$ cat src/rtl/rca_slice_seq_if.sv
// rca_slice_seq_if -- start/done handshake bundle for the sequential
// slice adder.
//
// Signals:
//   start     master -> slave  request; only looked at while busy = 0
//   a, b      master -> slave  operands, captured on the accepting edge
//   c_in      master -> slave  carry-in, captured on the accepting edge
//   busy      slave  -> master an add is in progress
//   done      slave  -> master one-cycle completion pulse
//   sum       slave  -> master registered result, held until next completion
//   c_out     slave  -> master registered carry out of the MSB
//   overflow  slave  -> master registered two's-complement overflow
interface rca_slice_seq_if #(
    parameter int WIDTH = 32
);
    logic             start;
    logic [WIDTH-1:0] a;
    logic [WIDTH-1:0] b;
    logic             c_in;
    logic             busy;
    logic             done;
    logic [WIDTH-1:0] sum;
    logic             c_out;
    logic             overflow;

    modport master (
        output start, a, b, c_in,
        input  busy, done, sum, c_out, overflow
    );

    modport slave (
        input  start, a, b, c_in,
        output busy, done, sum, c_out, overflow
    );
endinterface

$ cat src/rtl/rca_slice_seq.sv
// rca_slice_seq -- WIDTH-bit adder built by reusing one 4-bit ripple-carry
// slice (rca4) over WIDTH/4 consecutive clock cycles.
//
// Ports:
//   clk   rising-edge clock
//   rst   synchronous, active-high reset; clears all state and outputs
//   bus   rca_slice_seq_if.slave: start/a/b/c_in in, busy/done/sum/c_out/
//         overflow out (all outputs registered)
//
// An accepted add takes NSLICE edges; the result registers only change on
// the completion edge or on reset.

// 4-bit ripple-carry slice.
module rca4 (
    input  logic [3:0] a,
    input  logic [3:0] b,
    input  logic       c_in,
    output logic [3:0] s,
    output logic       c_out
);
    logic [4:0] c;

    always_comb begin
        s    = '0;
        c    = '0;
        c[0] = c_in;
        for (int i = 0; i < 4; i++) begin
            s[i]     = a[i] ^ b[i] ^ c[i];
            c[i + 1] = (a[i] & b[i]) | (c[i] & (a[i] ^ b[i]));
        end
        c_out = c[4];
    end
endmodule

module rca_slice_seq #(
    parameter int WIDTH = 32
) (
    input  logic            clk,
    input  logic            rst,
    rca_slice_seq_if.slave  bus
);
    localparam int NSLICE = WIDTH / 4;
    localparam int CNT_W  = $clog2(NSLICE + 1);

    typedef enum logic {IDLE, RUN} state_t;

    state_t           state;
    logic [WIDTH-1:0] a_sh;
    logic [WIDTH-1:0] b_sh;
    logic [WIDTH-1:0] work;
    logic             carry;
    logic [CNT_W-1:0] cnt;
    logic             a_msb;
    logic             b_msb;
    logic             busy_q;
    logic             done_q;
    logic [WIDTH-1:0] sum_q;
    logic             c_out_q;
    logic             ovf_q;

    logic [3:0]       slice_sum;
    logic             slice_co;
    logic [WIDTH-1:0] work_next;
    logic             last_slice;

    // Two's-complement overflow: operands agree in sign, result does not.
    function automatic logic signed_ovf(input logic sa, input logic sb,
                                        input logic sr);
        return (sa == sb) && (sr != sa);
    endfunction

    rca4 u_slice (
        .a     (a_sh[3:0]),
        .b     (b_sh[3:0]),
        .c_in  (carry),
        .s     (slice_sum),
        .c_out (slice_co)
    );

    // Each new sum nibble enters at the top, so after NSLICE shifts the
    // first nibble computed has walked down to bits [3:0].
    assign work_next  = (work >> 4) | (WIDTH'(slice_sum) << (WIDTH - 4));
    assign last_slice = (cnt == CNT_W'(NSLICE - 1));

    always_ff @(posedge clk) begin
        if (rst) begin
            state   <= IDLE;
            a_sh    <= '0;
            b_sh    <= '0;
            work    <= '0;
            carry   <= 1'b0;
            cnt     <= '0;
            a_msb   <= 1'b0;
            b_msb   <= 1'b0;
            busy_q  <= 1'b0;
            done_q  <= 1'b0;
            sum_q   <= '0;
            c_out_q <= 1'b0;
            ovf_q   <= 1'b0;
        end else begin
            done_q <= 1'b0;
            case (state)
                IDLE: begin
                    if (bus.start) begin
                        a_sh   <= bus.a;
                        b_sh   <= bus.b;
                        a_msb  <= bus.a[WIDTH-1];
                        b_msb  <= bus.b[WIDTH-1];
                        carry  <= bus.c_in;
                        cnt    <= '0;
                        work   <= '0;
                        busy_q <= 1'b1;
                        state  <= RUN;
                    end
                end
                RUN: begin
                    a_sh  <= a_sh >> 4;
                    b_sh  <= b_sh >> 4;
                    work  <= work_next;
                    carry <= slice_co;
                    cnt   <= cnt + 1'b1;
                    if (last_slice) begin
                        sum_q   <= work_next;
                        c_out_q <= slice_co;
                        ovf_q   <= signed_ovf(a_msb, b_msb, work_next[WIDTH-1]);
                        done_q  <= 1'b1;
                        busy_q  <= 1'b0;
                        state   <= IDLE;
                    end
                end
                default: state <= IDLE;
            endcase
        end
    end

    assign bus.busy     = busy_q;
    assign bus.done     = done_q;
    assign bus.sum      = sum_q;
    assign bus.c_out    = c_out_q;
    assign bus.overflow = ovf_q;
endmodule

$ cat src/flat_wrapper.sv
// flat-port wrapper written by rule: the top's interface ports become plain ports
module rca_slice_seq_flat 
#(
    parameter int WIDTH = 32
)
  (clk, rst, bus_start, bus_a, bus_b, bus_c_in, bus_busy, bus_done, bus_sum, bus_c_out, bus_overflow);
  rca_slice_seq_if #(.WIDTH(WIDTH)) bus_i ();
  input  logic clk;
  input  logic rst;
  input wire logic [$bits(bus_i.start)-1:0] bus_start;
  input wire logic [$bits(bus_i.a)-1:0] bus_a;
  input wire logic [$bits(bus_i.b)-1:0] bus_b;
  input wire logic [$bits(bus_i.c_in)-1:0] bus_c_in;
  output wire logic [$bits(bus_i.busy)-1:0] bus_busy;
  output wire logic [$bits(bus_i.done)-1:0] bus_done;
  output wire logic [$bits(bus_i.sum)-1:0] bus_sum;
  output wire logic [$bits(bus_i.c_out)-1:0] bus_c_out;
  output wire logic [$bits(bus_i.overflow)-1:0] bus_overflow;
  assign bus_i.start = bus_start;
  assign bus_i.a = bus_a;
  assign bus_i.b = bus_b;
  assign bus_i.c_in = bus_c_in;
  assign bus_busy = bus_i.busy;
  assign bus_done = bus_i.done;
  assign bus_sum = bus_i.sum;
  assign bus_c_out = bus_i.c_out;
  assign bus_overflow = bus_i.overflow;
  rca_slice_seq #(.WIDTH(WIDTH)) u_core (.clk(clk), .rst(rst), .bus(bus_i));
endmodule
$ cat config.mk
export PLATFORM = sky130hd
export DESIGN_NAME = rca_slice_seq_flat
export DESIGN_NICKNAME = d
export VERILOG_FILES = /design/src/rtl/rca_slice_seq_if.sv /design/src/rtl/rca_slice_seq.sv /design/src/flat_wrapper.sv
export SDC_FILE = /design/constraint.sdc
export NUM_CORES = 1
export LEC_CHECK = 0
export BUFFER_PORTS_ARGS = -buffer_cell sky130_fd_sc_hd__buf_4
export CORE_MARGIN = 1.5
export CORE_UTILIZATION = 55
export DETAILED_ROUTE_END_ITERATION = 12
export PLACE_DENSITY_LB_ADDON = 0.05
export SLEW_MARGIN = 20
export SYNTH_ARGS = -nofsm -noshare
export SYNTH_HDL_FRONTEND = slang
export SYNTH_SLANG_ARGS = --single-unit
export TNS_END_PERCENT = 20
$ cat constraint.sdc
create_clock -name clk -period 5.9 [get_ports clk]
set_input_delay 0.59 -clock clk [delete_from_list [all_inputs] [get_ports clk]]
set_output_delay 0.59 -clock clk [all_outputs]
set_load 0.1 [all_outputs]
* Yosys cells after proc, flatten, opt, wreduce, memory -nomap -nowiden
Cells that the tools add are included.
** Operators by class
- Add/subtract/negate cells :: 1
- Equality and inequality tests :: 5
- Muxes and demuxes :: 17
- Bitwise operators :: 22
- Reduce and logical (&&, ||, !) cells :: 5
** Operator list (count)
- 32-bit one-hot mux with 2 select lines :: 3
- 32-bit two-way mux :: 3
- 28-bit by 32-bit bitwise OR with 32-bit output :: 1
- 1-bit AND :: 8
- 4-bit one-hot mux with 2 select lines :: 1
- 1-bit bitwise XOR :: 8
- 1-bit two-way mux :: 6
- 1-bit one-hot mux with 2 select lines :: 3
- 2-bit AND reduction :: 3
- 4-bit by 1-bit adder with 4-bit output (second input constant) :: 1
- 4-bit by 3-bit equality test with 1-bit output (second input constant) :: 1
- 4-bit two-way mux :: 1
- 2-bit inequality test (second input constant) :: 2
- 1-bit bitwise OR :: 4
- 2-bit OR reduction :: 1
- 1-bit equality test :: 1
- 1-bit logical AND :: 1
- 1-bit inequality test :: 1
- 1-bit inverter :: 1
** Storage, ports and cells
- Flip-flop bits (word level) :: 140
- Bits of input ports :: 68

* Logic depth before layout (Yosys ltp)
Gate-level depths: netlist of run 1.
- Depth in word-level cells :: 11
- Gate-level depth with buffers :: 9
- Depth with buffers taken out :: 9

* Cells and area by module
From an unflattened synthesis of run 1, not the netlist that was laid out.
** Unflattened totals
- Cell total of the unflattened synthesis :: 465
- Area, all modules :: 5323.9 um^2
** Modules (own cells, without submodules)
- rca_slice_seq :: times used 1, cells an instance 451, area an instance 5206.2 um^2, sequential area each 2722.6 um^2
- rca4 :: times used 1, cells an instance 14, area an instance 117.6 um^2, sequential area each 0.0 um^2

* Least setup slack after synthesis of run 1
Ideal clock, no wire load.
- Path kind :: register to register
- Start point :: register u_core.carry
- End point :: register u_core.ovf_q, in the netlist u_core.bus.overflow
- Library setup time :: 0.118 ns
- Arrival time :: 2.396 ns
- Data required time :: 5.782 ns
- Setup slack :: 3.387 ns
- Stages on the path, launching flop included :: 10
- Period minus slack after synthesis :: 2.513 ns
- Cells stage by stage :: dfxtp_1 inv_1 fa_1 inv_1 fa_1 fa_1 fa_1 nand3b_1 o21ai_0 a22o_1
** On the way
- Longest elaborated chain between the ends :: 10
** Ends and longest elaborated chain
- start: declaration :: RTL line rca_slice_seq.sv:51 : logic carry;
- start signal: assignment :: RTL line rca_slice_seq.sv:109 : carry <= bus.c_in;
- start signal: assignment :: RTL line rca_slice_seq.sv:120 : carry <= slice_co;
- 1-bit AND :: RTL line rca_slice_seq.sv:29 : c[i + 1] = (a[i] & b[i]) | (c[i] & (a[i] ^ b[i]));
- 1-bit bitwise OR :: RTL line rca_slice_seq.sv:29
- 1-bit AND :: RTL line rca_slice_seq.sv:29
- 1-bit bitwise OR :: RTL line rca_slice_seq.sv:29
- 1-bit AND :: RTL line rca_slice_seq.sv:29
- 1-bit bitwise OR :: RTL line rca_slice_seq.sv:29
- 1-bit bitwise XOR :: RTL line rca_slice_seq.sv:28 : s[i] = a[i] ^ b[i] ^ c[i];
- named net u_core.slice_sum[3] :: RTL line rca_slice_seq.sv:61 : logic [3:0] slice_sum;
- 28-bit by 32-bit bitwise OR with 32-bit output :: RTL line rca_slice_seq.sv:82 : assign work_next = (work >> 4) | (WIDTH'(slice_sum) << (WIDTH - 4));
- 1-bit inequality test :: RTL line rca_slice_seq.sv:69 : return (sa == sb) && (sr != sa);
- 1-bit logical AND :: RTL line rca_slice_seq.sv:69
- end signal: assignment :: RTL line rca_slice_seq.sv:125 : ovf_q <= signed_ovf(a_msb, b_msb, work_next[WIDTH-1]);
- end: declaration :: RTL line rca_slice_seq.sv:59 : logic ovf_q;
The timed path passes the listed nets, and every way through them passes these cells.
A chain may end at the register's enable or synchronous reset.

* Final worst setup path of run 1
Same ends and word-level chain as after synthesis.

==> results of run 1 <==
routing by layer:
metal / routed length (um) / vias up / GRT usage, % / share of wire [%]
li1: - / 1985 / - / -
met1: 4739 / 1916 / 25.19 / 42
met2: 5636 / 90 / 37.67 / 50
met3: 582 / 26 / 6.482 / 5.2
met4: 282 / 0 / 10.81 / 2.5
met5: 0 / - / 0 / 0
kinds of logic (layout without fill, tap and decap cells):
group / Yosys count / count (layout) / synth area share, %
compound gates: 69 / 69 / 8.601
fa+ha+maj: 5 / 5 / 1.662
buf+inv: 49 / 144 / 5.075
flops: 136 / 136 / 48.87
mux: 125 / 125 / 23.74
simple gates: 139 / 139 / 12.06
state kept, by name, indices dropped and copies added, names as in the netlist:
signal	cells
u_core.b_msb	1
u_core.bus.overflow	1
u_core.carry	1
u_core.state	1
u_core.a_sh	32
u_core.bus.sum	32
u_core.bus.done	1
u_core.a_msb	1
u_core.cnt	4
u_core.b_sh	32
u_core.work	28
u_core.bus.c_out	1
u_core.bus.busy	1
final cells by class:
cell class	instances	area (um^2)	share of cell area, %
repair buffers	106	799.5	11.65
well taps	133	166.4	2.425
flip-flops and latches	136	2726	39.73
clock buffers	23	456.7	6.655
multi-input cells	338	2569	37.43
clock inverters	9	122.6	1.787
inverters	6	22.52	0.3282
cells in the mapped netlist:
library cell,count,share of area (%)
sky130_fd_sc_hd__a22o_1,34,5.3
sky130_fd_sc_hd__fa_1,4,1.4
sky130_fd_sc_hd__a211oi_1,1,0.13
sky130_fd_sc_hd__or3b_2,1,0.16
sky130_fd_sc_hd__nor2_1,97,6.5
sky130_fd_sc_hd__buf_6,8,1.6
sky130_fd_sc_hd__buf_4,5,0.67
sky130_fd_sc_hd__ha_1,1,0.22
sky130_fd_sc_hd__inv_1,6,0.40
sky130_fd_sc_hd__a31oi_1,1,0.11
sky130_fd_sc_hd__nand2b_1,1,0.11
sky130_fd_sc_hd__buf_1,1,0.067
sky130_fd_sc_hd__mux2_2,57,12
sky130_fd_sc_hd__nand2_1,1,0.067
sky130_fd_sc_hd__nor3b_1,29,3.9
sky130_fd_sc_hd__nand3_1,2,0.18
sky130_fd_sc_hd__o21a_1,1,0.13
sky130_fd_sc_hd__a21oi_1,31,2.8
sky130_fd_sc_hd__dfxtp_1,136,49
sky130_fd_sc_hd__o21ai_0,1,0.090
sky130_fd_sc_hd__mux2i_1,68,12
sky130_fd_sc_hd__clkbuf_1,13,0.88
sky130_fd_sc_hd__buf_2,16,1.4
sky130_fd_sc_hd__and2b_1,1,0.13
sky130_fd_sc_hd__nand4b_2,1,0.27
sky130_fd_sc_hd__or2_2,1,0.11
sky130_fd_sc_hd__nor2_2,2,0.22
sky130_fd_sc_hd__nor2b_1,2,0.22
sky130_fd_sc_hd__nand3b_1,1,0.13
layout by cell type (no fill, tap or decap), drive strengths merged, types with 6 or more instances in the layout:
master / Yosys / final
buf: 30 / 106
a22o: 34 / 34
clkbuf: 13 / 23
nor3b: 29 / 29
mux2i: 68 / 68
nor2: 99 / 99
a21oi: 31 / 31
dfxtp: 136 / 136
mux2: 57 / 57
inv: 6 / 6
worst register-to-register path: stages, from the launching register on:
cell	delay [ps]
sky130_fd_sc_hd__dfxtp_1	310
sky130_fd_sc_hd__inv_1	80
sky130_fd_sc_hd__fa_1	180
sky130_fd_sc_hd__inv_1	60
sky130_fd_sc_hd__fa_1	460
sky130_fd_sc_hd__fa_1	470
sky130_fd_sc_hd__fa_1	610
sky130_fd_sc_hd__nand3b_1	120
sky130_fd_sc_hd__o21ai_0	70
sky130_fd_sc_hd__a22o_1	190
stage by stage:
step | cell area, um^2 | hold slack, ps
2_1_floorplan | 5572 | 434.1
3_3_place_gp | 6280 | 446.5
3_5_place_dp | 6280 | 454.6
4_1_cts | 6859 | 290.6
5_1_grt | 6863 | 299.6
6_report | 6863 | 311.7
power breakdown:
group / switching (uW) / internal (uW)
registers: 25.5 / 952
clock network: 362 / 662
logic: 88.4 / 101
total: 476 / 1710
final timing paths:
kind | start | endpoint
setup / recovery | u_core.carry | u_core.bus.overflow
setup reg to reg | u_core.carry | u_core.bus.overflow
hold / removal | bus_a[29] | u_core.a_sh[29]
hold reg to reg | u_core.work[5] | u_core.bus.sum[1]
==> flow_summary.json, run 1 <==
{
  "die_h_um": 103.7,
  "routabilityCongestion": 0.7618,
  "drv_slew": 0,
  "final-instance-count-excl-fill": 751,
  "power_leakage_uw": 0.002963,
  "period_minus_slack_ps": 2637,
  "r2r.worst_path.cells": 9,
  "fin_tns_setup_ps": 0,
  "cts.sink_count": 136,
  "path_clk_slew_ps": 60,
  "crit_family": "adder cells",
  "vias": 4017,
  "grt_remaining_overflow": 0,
  "worst_setup_path_start_kind": "flop",
  "grt_start_max_net_pins": 97,
  "antenna_cells_inserted": 0,
  "drt-wirelength-per-cell_um": 14.97,
  "dp.final_hpwl_um": 7225,
  "synth_sequential_area_ratio_pct": 48.87,
  "htreeDepth": 4,
  "total_power_uw": 2191,
  "run_status": "finished, final reports clean",
  "most_prevalent_standard_cell_on_the_critical_path": "sky130_fd_sc_hd__fa_1",
  "r2r_setup_slack_ps": 3260,
  "tritoncts": "built",
  "path_max_fanout": 4,
  "grt_pass1_wl_um": 19160,
  "floorplan.initialDensity_pct": 56.74,
  "largest_stage_delay_on_the_critical_path_ps": 610,
  "number_of_global_route_vias_before_repair": 4041,
  "detailedPlace.worstSlack_ps": 3234,
  "cp_data_arrival_time_ps": 3040,
  "critical_path_buf_inv_count": 2,
  "antenna_violating_nets_left": 0,
  "yosys.cell_types.count": 29,
  "postSynthAreaPerCell_um2": 10.65,
  "critical_path.endpoint_type": "flop",
  "final_net_count": 678,
  "synthesis.nets": 596,
  "post-cts-setup-buffer-count": 0,
  "syn-cell-area_um2": 5572,
  "crit_path_cell_trace": "inv_1 -> fa_1 -> inv_1 -> fa_1 -> fa_1 -> fa_1 -> nand3b_1 -> o21ai_0 -> a22o_1",
  "port-buffer-count": 103,
  "drt_first_iter_violations": 147,
  "rsz0062_at_grt": "no",
  "final-hold-violation-count": 0,
  "ys_ff_latch": 136,
  "path_class": "flop to flop",
  "io-pin-count": 104,
  "die_area_um2": 10740,
  "clockBufferDepth": 2,
  "maxSlewHeadroom_pct": 28.26,
  "post_synth_inst_count": 523,
  "root_buffer": "sky130_fd_sc_hd__clkbuf_8",
  "required_ps": 6300,
  "critical_path_cell_count": 9,
  "critical-path-slowest-cell": "sky130_fd_sc_hd__fa_1",
  "synthesis_to_layout_area_growth_pct": 23.18,
  "fmax_mhz": 379.2,
  "rows": 36,
  "max_capacitance_violation_total": 0,
  "number_of_buffers_inserted_during_clock_tree_synthesis": 17,
  "vias_per_cell": 5.349,
  "place_inst": 719,
  "fin_crit_sh_pct": 44.70,
  "fillers": 799,
  "worst_pin_slew_ps": 1076,
  "power.density_cell_area_nw_per_um2": 319.3,
  "drive_above_1_share_pct": 32.04,
  "drc_errors": 0,
  "antenna_violations_before_repair": 0,
  "routed_wl_um": 11240,
  "insertion_delay_ps": 510,
  "fin_ws_ps": 3263,
  "cts_hold_repair.buffers": 0,
  "clock-skew-final_ps": 5.374,
  "hp-class": "input pin to flop",
  "fp.coreArea_um2": 9819,
  "drt_first_pass_iters": 5,
  "report.final.setup_viol": 0,
  "ys.warnings.count": 0,
  "final_util_pct": 69.89,
  "vdd_drop_max_uv": 173.9,
  "min_delay_path_depth": 3,
  "cts_resized": 0,
  "grt_util_all_layers_pct": 22.04,
  "die-width_um": 103.7
}
Note: power is estimated with default switching activity, not from simulation.
==> run 2, diff against run 1 <==
CORE_UTILIZATION = 50   (was 55)
clock period = 2.1 ns   (was 5.9 ns; I/O delays follow)
==> flow_summary.json, run 2 (synthesis gave the netlist of run 1 again) <==
{
  "run_status": "finished with violations",
  "violations_in_the_final_reports": "negative setup slack",
  "insertion_delay_ps": 520,
  "critical-path-slowest-cell": "sky130_fd_sc_hd__fa_1",
  "rsz0062_at_grt": "yes",
  "die-width_um": 108.6,
  "area_of_the_multi_input_gates_um2": 2580,
  "grt_remaining_overflow": 0,
  "worst_setup_path_start_kind": "flop",
  "vias": 4028,
  "tritoncts": "built",
  "path_clk_slew_ps": 60,
  "routed_wl_um": 11430,
  "power.density_cell_area_nw_per_um2": 873.3,
  "most_prevalent_standard_cell_on_the_critical_path": "sky130_fd_sc_hd__fa_2",
  "p_int_uw": 4732,
  "final-hold-violation-count": 0,
  "rows": 38,
  "pwr-share-comb_pct": 9.4,
  "floorplan.initialDensity_pct": 51.40,
  "required_ps": 2510,
  "final-instance-count-excl-fill": 774,
  "total_power_uw": 6150,
  "vdd_drop_max_uv": 619.5,
  "synthesis_to_layout_area_growth_pct": 26.39,
  "drive_above_1_share_pct": 34.54,
  "clockBufferDepth": 2,
  "htreeDepth": 4,
  "cts.sink_count": 136,
  "port-buffer-count": 103,
  "worst_pin_slew_ps": 818.4,
  "number_of_buffers_inserted_during_clock_tree_synthesis": 17,
  "drt_first_pass_iters": 4,
  "period_minus_slack_ps": 2262,
  "fmax_mhz": 442.2,
  "fillers": 876,
  "dp.final_hpwl_um": 7410,
  "fp.coreArea_um2": 10840,
  "path_class": "flop to flop",
  "clock-skew-final_ps": 7.857,
  "antenna_cells_inserted": 0,
  "power_leakage_uw": 0.003028,
  "net-switching-power_uw": 1417,
  "fin_ws_ps": -161.6,
  "number_of_global_route_vias_before_repair": 3989,
  "drc_errors": 0,
  "sequentialPowerShare_pct": 44.4,
  "fin_crit_sh_pct": 107.7,
  "grt_util_all_layers_pct": 20.83,
  "maxSlewHeadroom_pct": 45.44,
  "cp_data_arrival_time_ps": 2670,
  "antenna_violating_nets_left": 0,
  "die_area_um2": 11790,
  "final_common_cell": "sky130_fd_sc_hd__dfxtp_1",
  "grt_start_max_net_pins": 74,
  "drv_slew": 0,
  "die_h_um": 108.6,
  "vias_per_cell": 5.204,
  "final_net_count": 694,
  "root_buffer": "sky130_fd_sc_hd__clkbuf_8",
  "place_inst": 734,
  "max_capacitance_violation_total": 0,
  "layout_common_cells": "132 x sky130_fd_sc_hd__dfxtp_1, 112 x sky130_fd_sc_hd__buf_4, 97 x sky130_fd_sc_hd__nor2_1",
  "routabilityCongestion": 0.7493,
  "fin_tns_setup_ps": -318.0,
  "io-pin-count": 104,
  "drt_first_iter_violations": 152,
  "detailedPlace.worstSlack_ps": -151.7,
  "drt-wirelength-per-cell_um": 14.77,
  "clock_power_share_pct": 46.2,
  "hold_slack_ps": 53.29,
  "antenna_violations_before_repair": 0,
  "grt_pass1_wl_um": 18920,
  "report.final.setup_viol": 3,
  "switching_share_pct": 23.05,
  "hp-class": "input pin to flop",
  "largest_stage_delay_on_the_critical_path_ps": 520,
  "crit_path_cell_trace": "inv_2 -> fa_2 -> inv_2 -> fa_2 -> fa_2 -> fa_1 -> nand3b_1 -> o21ai_1 -> a22o_1",
  "register_area_um2": 2730,
  "critical_path.endpoint_type": "flop",
  "path_max_fanout": 3
}
==> run 2: changes by cell type in the layout (fill, tap and decap cells not counted), sizes merged <==
cell         before  now
buf             106  114
bufinv            3    2
clkbuf           23   21
clkinv            5    6
clkinvlp          1    3
dlygate4sd3       0    8
==> run 2: final timing paths <==
path                            slack, ps                  end      startpoint  cells after the start
worst max register to register       -160  u_core.bus.overflow    u_core.carry                      9
worst max-delay path                 -160  u_core.bus.overflow    u_core.carry                      9
worst min register to register        470    u_core.bus.sum[2]  u_core.work[6]                      1
worst min-delay path                   50      u_core.a_sh[16]       bus_a[16]                      4
==> run 2: stage by stage <==
stage               utilization, %  cell area, um^2
finish                       64.96             7042
global route                 64.96             7042
CTS                          64.94             7039
detailed placement           58.86             6381
global placement             58.86             6381
floorplan                        -             5579
==> run 2: layout make-up <==
type | count | area share [%]
flip-flops and latches | 136 | 38.77
multi-input cells | 338 | 36.64
repair buffers | 122 | 13.65
clock buffers | 21 | 6.379
well taps | 140 | 2.488
clock inverters | 11 | 1.759
inverters | 6 | 0.3198
==> run 2: power by group through the flow <==
stage	sequential, uW	combinational [uW]	clock [uW]
6_report	2730	578	2840
5_1_grt	2740	639	3010
4_1_cts	2730	585	2910
3_5_place_dp	2790	567	0
3_3_place_gp	2780	554	0
2_1_floorplan	2780	405	0
==> run 2: repair_timing <==
action	4_1_cts	5_1_grt
gates resized for setup	3	3
hold buffers	8	0
gates cloned	0	0
endpoints found under the setup margin	3	3
buffers inserted	0	0
pin swaps	1	0
endpoints found under the hold margin	10	0
==> run 2: per-layer routing <==
metal	up-vias	track usage (%)	wire length, um
met5	-	0	0
met4	0	8.929	235
met3	17	6.992	531
met2	78	33.96	5534
met1	1903	24.99	5132
li1	2030	-	-
==> run 2: worst max-delay path, delay by kind of cell, from the launching register on <==
family	cells	cell delay [ps]
buf+inv	2	90
flops	1	320
simple gates	1	110
fa+ha+maj	4	1380
compound gates	2	250
==> run 3, diff against run 2 <==
ABC_AREA = 1   (was unset)
==> flow_summary.json, run 3 <==
{
  "run_status": "finished with violations",
  "violations_in_the_final_reports": "negative setup slack",
  "yosys.cell_types.count": 19,
  "htreeDepth": 4,
  "synth_enable_flop_cells": 0,
  "rsz0062_at_grt": "yes",
  "number_of_buffers_inserted_during_clock_tree_synthesis": 17,
  "power_leakage_uw": 0.003490,
  "antenna_violating_nets_left": 0,
  "detailedPlace.worstSlack_ps": -112.5,
  "syn-cell-area_um2": 5657,
  "vias": 5174,
  "routed_wl_um": 12620,
  "grt_pass1_wl_um": 20830,
  "worst_setup_path_start_kind": "flop",
  "largest_stage_delay_on_the_critical_path_ps": 540,
  "post_synth_inst_count": 794,
  "routabilityCongestion": 0.8037,
  "die_h_um": 109.4,
  "hp-class": "input pin to flop",
  "post-cts-setup-buffer-count": 0,
  "critical-path-slowest-cell": "sky130_fd_sc_hd__fa_1",
  "postSynthAreaPerCell_um2": 7.124,
  "number_of_global_route_vias_before_repair": 4673,
  "path_class": "flop to flop",
  "ys.warnings.count": 0,
  "worst_pin_slew_ps": 736.5,
  "most_prevalent_standard_cell_on_the_critical_path": "sky130_fd_sc_hd__nand2_1",
  "cp_data_arrival_time_ps": 2490,
  "die_area_um2": 11960,
  "fin_tns_setup_ps": -93.72,
  "fmax_mhz": 455.8,
  "crit_path_cell_trace": "inv_2 -> fa_1 -> inv_1 -> fa_2 -> fa_2 -> fa_1 -> nand3b_1 -> nand2_1 -> nand2_1 -> nand2_1",
  "report.final.setup_viol": 1,
  "post-synth-top-area-fraction_pct": 48.13,
  "path_max_fanout": 4,
  "ys_ff_latch": 136,
  "dp.final_hpwl_um": 8530,
  "post_synth_main_area_contributors": "sky130_fd_sc_hd__dfxtp_1 48%, sky130_fd_sc_hd__nand2_1 21%, sky130_fd_sc_hd__nand3_1 13%, sky130_fd_sc_hd__inv_1 4.4%, sky130_fd_sc_hd__a21oi_1 3.5%",
  "p_int_uw": 4632,
  "insertion_delay_ps": 410,
  "final_common_cell": "sky130_fd_sc_hd__nand2_1",
  "clock-skew-final_ps": 5.510,
  "cts.sink_count": 136,
  "total_power_uw": 6033,
  "io-pin-count": 104,
  "fin_ws_ps": -93.72,
  "drive_above_1_share_pct": 17.47,
  "maxSlewHeadroom_pct": 50.78,
  "cts_hold_repair.buffers": 0,
  "drt-wirelength-per-cell_um": 12.29,
  "drc_errors": 0,
  "max_capacitance_violation_total": 0,
  "antenna_cells_inserted": 0,
  "grt_start_max_net_pins": 50,
  "synthesis_to_layout_area_growth_pct": 22.58,
  "grt_remaining_overflow": 0,
  "switching_share_pct": 23.22,
  "vdd_drop_max_uv": 629.9,
  "yosys_most_used_dff": "sky130_fd_sc_hd__dfxtp_1",
  "critical_path.endpoint_type": "flop",
  "async_reset_ff_share_pct": 0,
  "floorplan.initialDensity_pct": 51.73,
  "clockBufferDepth": 2,
  "final_net_count": 947,
  "fp.coreArea_um2": 10940,
  "yosys.cell_count.top_type": "sky130_fd_sc_hd__nand2_1",
  "period_minus_slack_ps": 2194,
  "layout_common_cells": "324 x sky130_fd_sc_hd__nand2_1, 149 x sky130_fd_sc_hd__nand3_1, 134 x sky130_fd_sc_hd__dfxtp_1",
  "synthesis.nets": 867,
  "antenna_violations_before_repair": 0,
  "fin_crit_sh_pct": 104.5,
  "vias_per_cell": 5.038,
  "net-switching-power_uw": 1401,
  "rows": 38,
  "power.density_cell_area_nw_per_um2": 870.0,
  "synth_largest_area_cell": "sky130_fd_sc_hd__dfxtp_1",
  "pwr-share-comb_pct": 8.2,
  "final-hold-violation-count": 0,
  "required_ps": 2400,
  "root_buffer": "sky130_fd_sc_hd__clkbuf_16",
  "tritoncts": "built",
  "drt_first_iter_violations": 259,
  "drv_slew": 0,
  "sequentialPowerShare_pct": 45.2,
  "path_clk_slew_ps": 60,
  "grt_util_all_layers_pct": 22.22,
  "clock_power_share_pct": 46.6,
  "post_synth_most_frequent_cells": "324 x sky130_fd_sc_hd__nand2_1, 149 x sky130_fd_sc_hd__nand3_1, 136 x sky130_fd_sc_hd__dfxtp_1, 67 x sky130_fd_sc_hd__inv_1, 40 x sky130_fd_sc_hd__a21oi_1",
  "die-width_um": 109.4,
  "drt_first_pass_iters": 5,
  "synth_sequential_area_ratio_pct": 48.13,
  "port-buffer-count": 103
}
run 3: changes by cell type after synthesis, moves of 4 or more:
| cell | before | now |
|---|---|---|
| sky130_fd_sc_hd__mux2_2 | 57 | 0 |
| sky130_fd_sc_hd__nand3_1 | 2 | 149 |
| sky130_fd_sc_hd__nor3b_1 | 29 | 1 |
| sky130_fd_sc_hd__mux2i_1 | 68 | 0 |
| sky130_fd_sc_hd__a22o_1 | 34 | 0 |
| sky130_fd_sc_hd__buf_4 | 5 | 10 |
| sky130_fd_sc_hd__nand2_1 | 1 | 324 |
| sky130_fd_sc_hd__nor2_1 | 97 | 10 |
| sky130_fd_sc_hd__buf_1 | 1 | 7 |
| sky130_fd_sc_hd__clkbuf_1 | 13 | 9 |
| sky130_fd_sc_hd__a21oi_1 | 31 | 40 |
| sky130_fd_sc_hd__inv_1 | 6 | 67 |
run 3: layout make-up:
| type | instances | area (um^2) |
|---|---|---|
| Fill cell | 1031 | 4001 |
| Sequential cell | 136 | 2728 |
| Multi-Input combinational cell | 536 | 2360 |
| Timing Repair Buffer | 114 | 855.8 |
| Clock buffer | 22 | 454.2 |
| Inverter | 69 | 259.0 |
| Tap cell | 140 | 175.2 |
| Clock inverter | 10 | 102.6 |
run 3: logic make-up after synthesis:
| group | Yosys count | share of synthesized area (%) |
|---|---|---|
| buffers and inverters | 122 | 10.24 |
| flip-flops | 136 | 48.13 |
| AO/OA/AOI/OAI | 40 | 3.539 |
| adder cells (fa/ha/maj) | 5 | 1.637 |
| AND/OR/NAND/NOR | 491 | 36.45 |
run 3: stage by stage:
step	hold slack [ps]	cell area, um^2	std cells	utilization, %
2_1_floorplan	353.5	5662	794	-
3_3_place_gp	449.2	6376	995	58.31
3_5_place_dp	446.2	6376	995	58.31
4_1_cts	45.23	6933	1027	63.40
5_1_grt	60.69	6934	1027	63.41
6_report	59.85	6934	1027	63.41
run 3: worst paths after layout:
check	startpoint	to	slack (ps)	cells after the start
max reg2reg	u_core.carry	u_core.bus.overflow	-90	10
min	bus_b[28]	u_core.b_sh[28]	60	3
min reg2reg	u_core.work[26]	u_core.bus.sum[22]	460	2
max	u_core.carry	u_core.bus.overflow	-90	10
run 3: timing repair:
| action | CTS | global route |
|---|---|---|
| pin swaps | 0 | 2 |
| gates resized for setup | 1 | 2 |
| endpoints found under the hold margin | 0 | 0 |
| endpoints found under the setup margin | 2 | 3 |
run 3: power by group through the flow:
stage | combinational, uW | sequential [uW] | clock, uW
after floorplan | 338 | 2770 | 0
after global placement | 484 | 2780 | 0
after detailed placement | 497 | 2780 | 0
after CTS | 498 | 2730 | 2860
after global routing | 558 | 2740 | 2970
final | 493 | 2730 | 2810
run 3: critical path, delay by kind of cell, from the launching register on:
family	cells	cell delay [ps]
buffers and inverters	2	100
flip-flops	1	320
AND/OR/NAND/NOR	4	270
adder cells (fa/ha/maj)	4	1370
run 3: routing by layer:
layer / part of all wire (%) / GRT usage [%] / wire length (um)
met1: 44 / 26.65 / 5545
met2: 49 / 38.29 / 6169
met3: 5.1 / 5.157 / 643
met4: 2.1 / 8.905 / 260
met5: 0 / 0 / 0
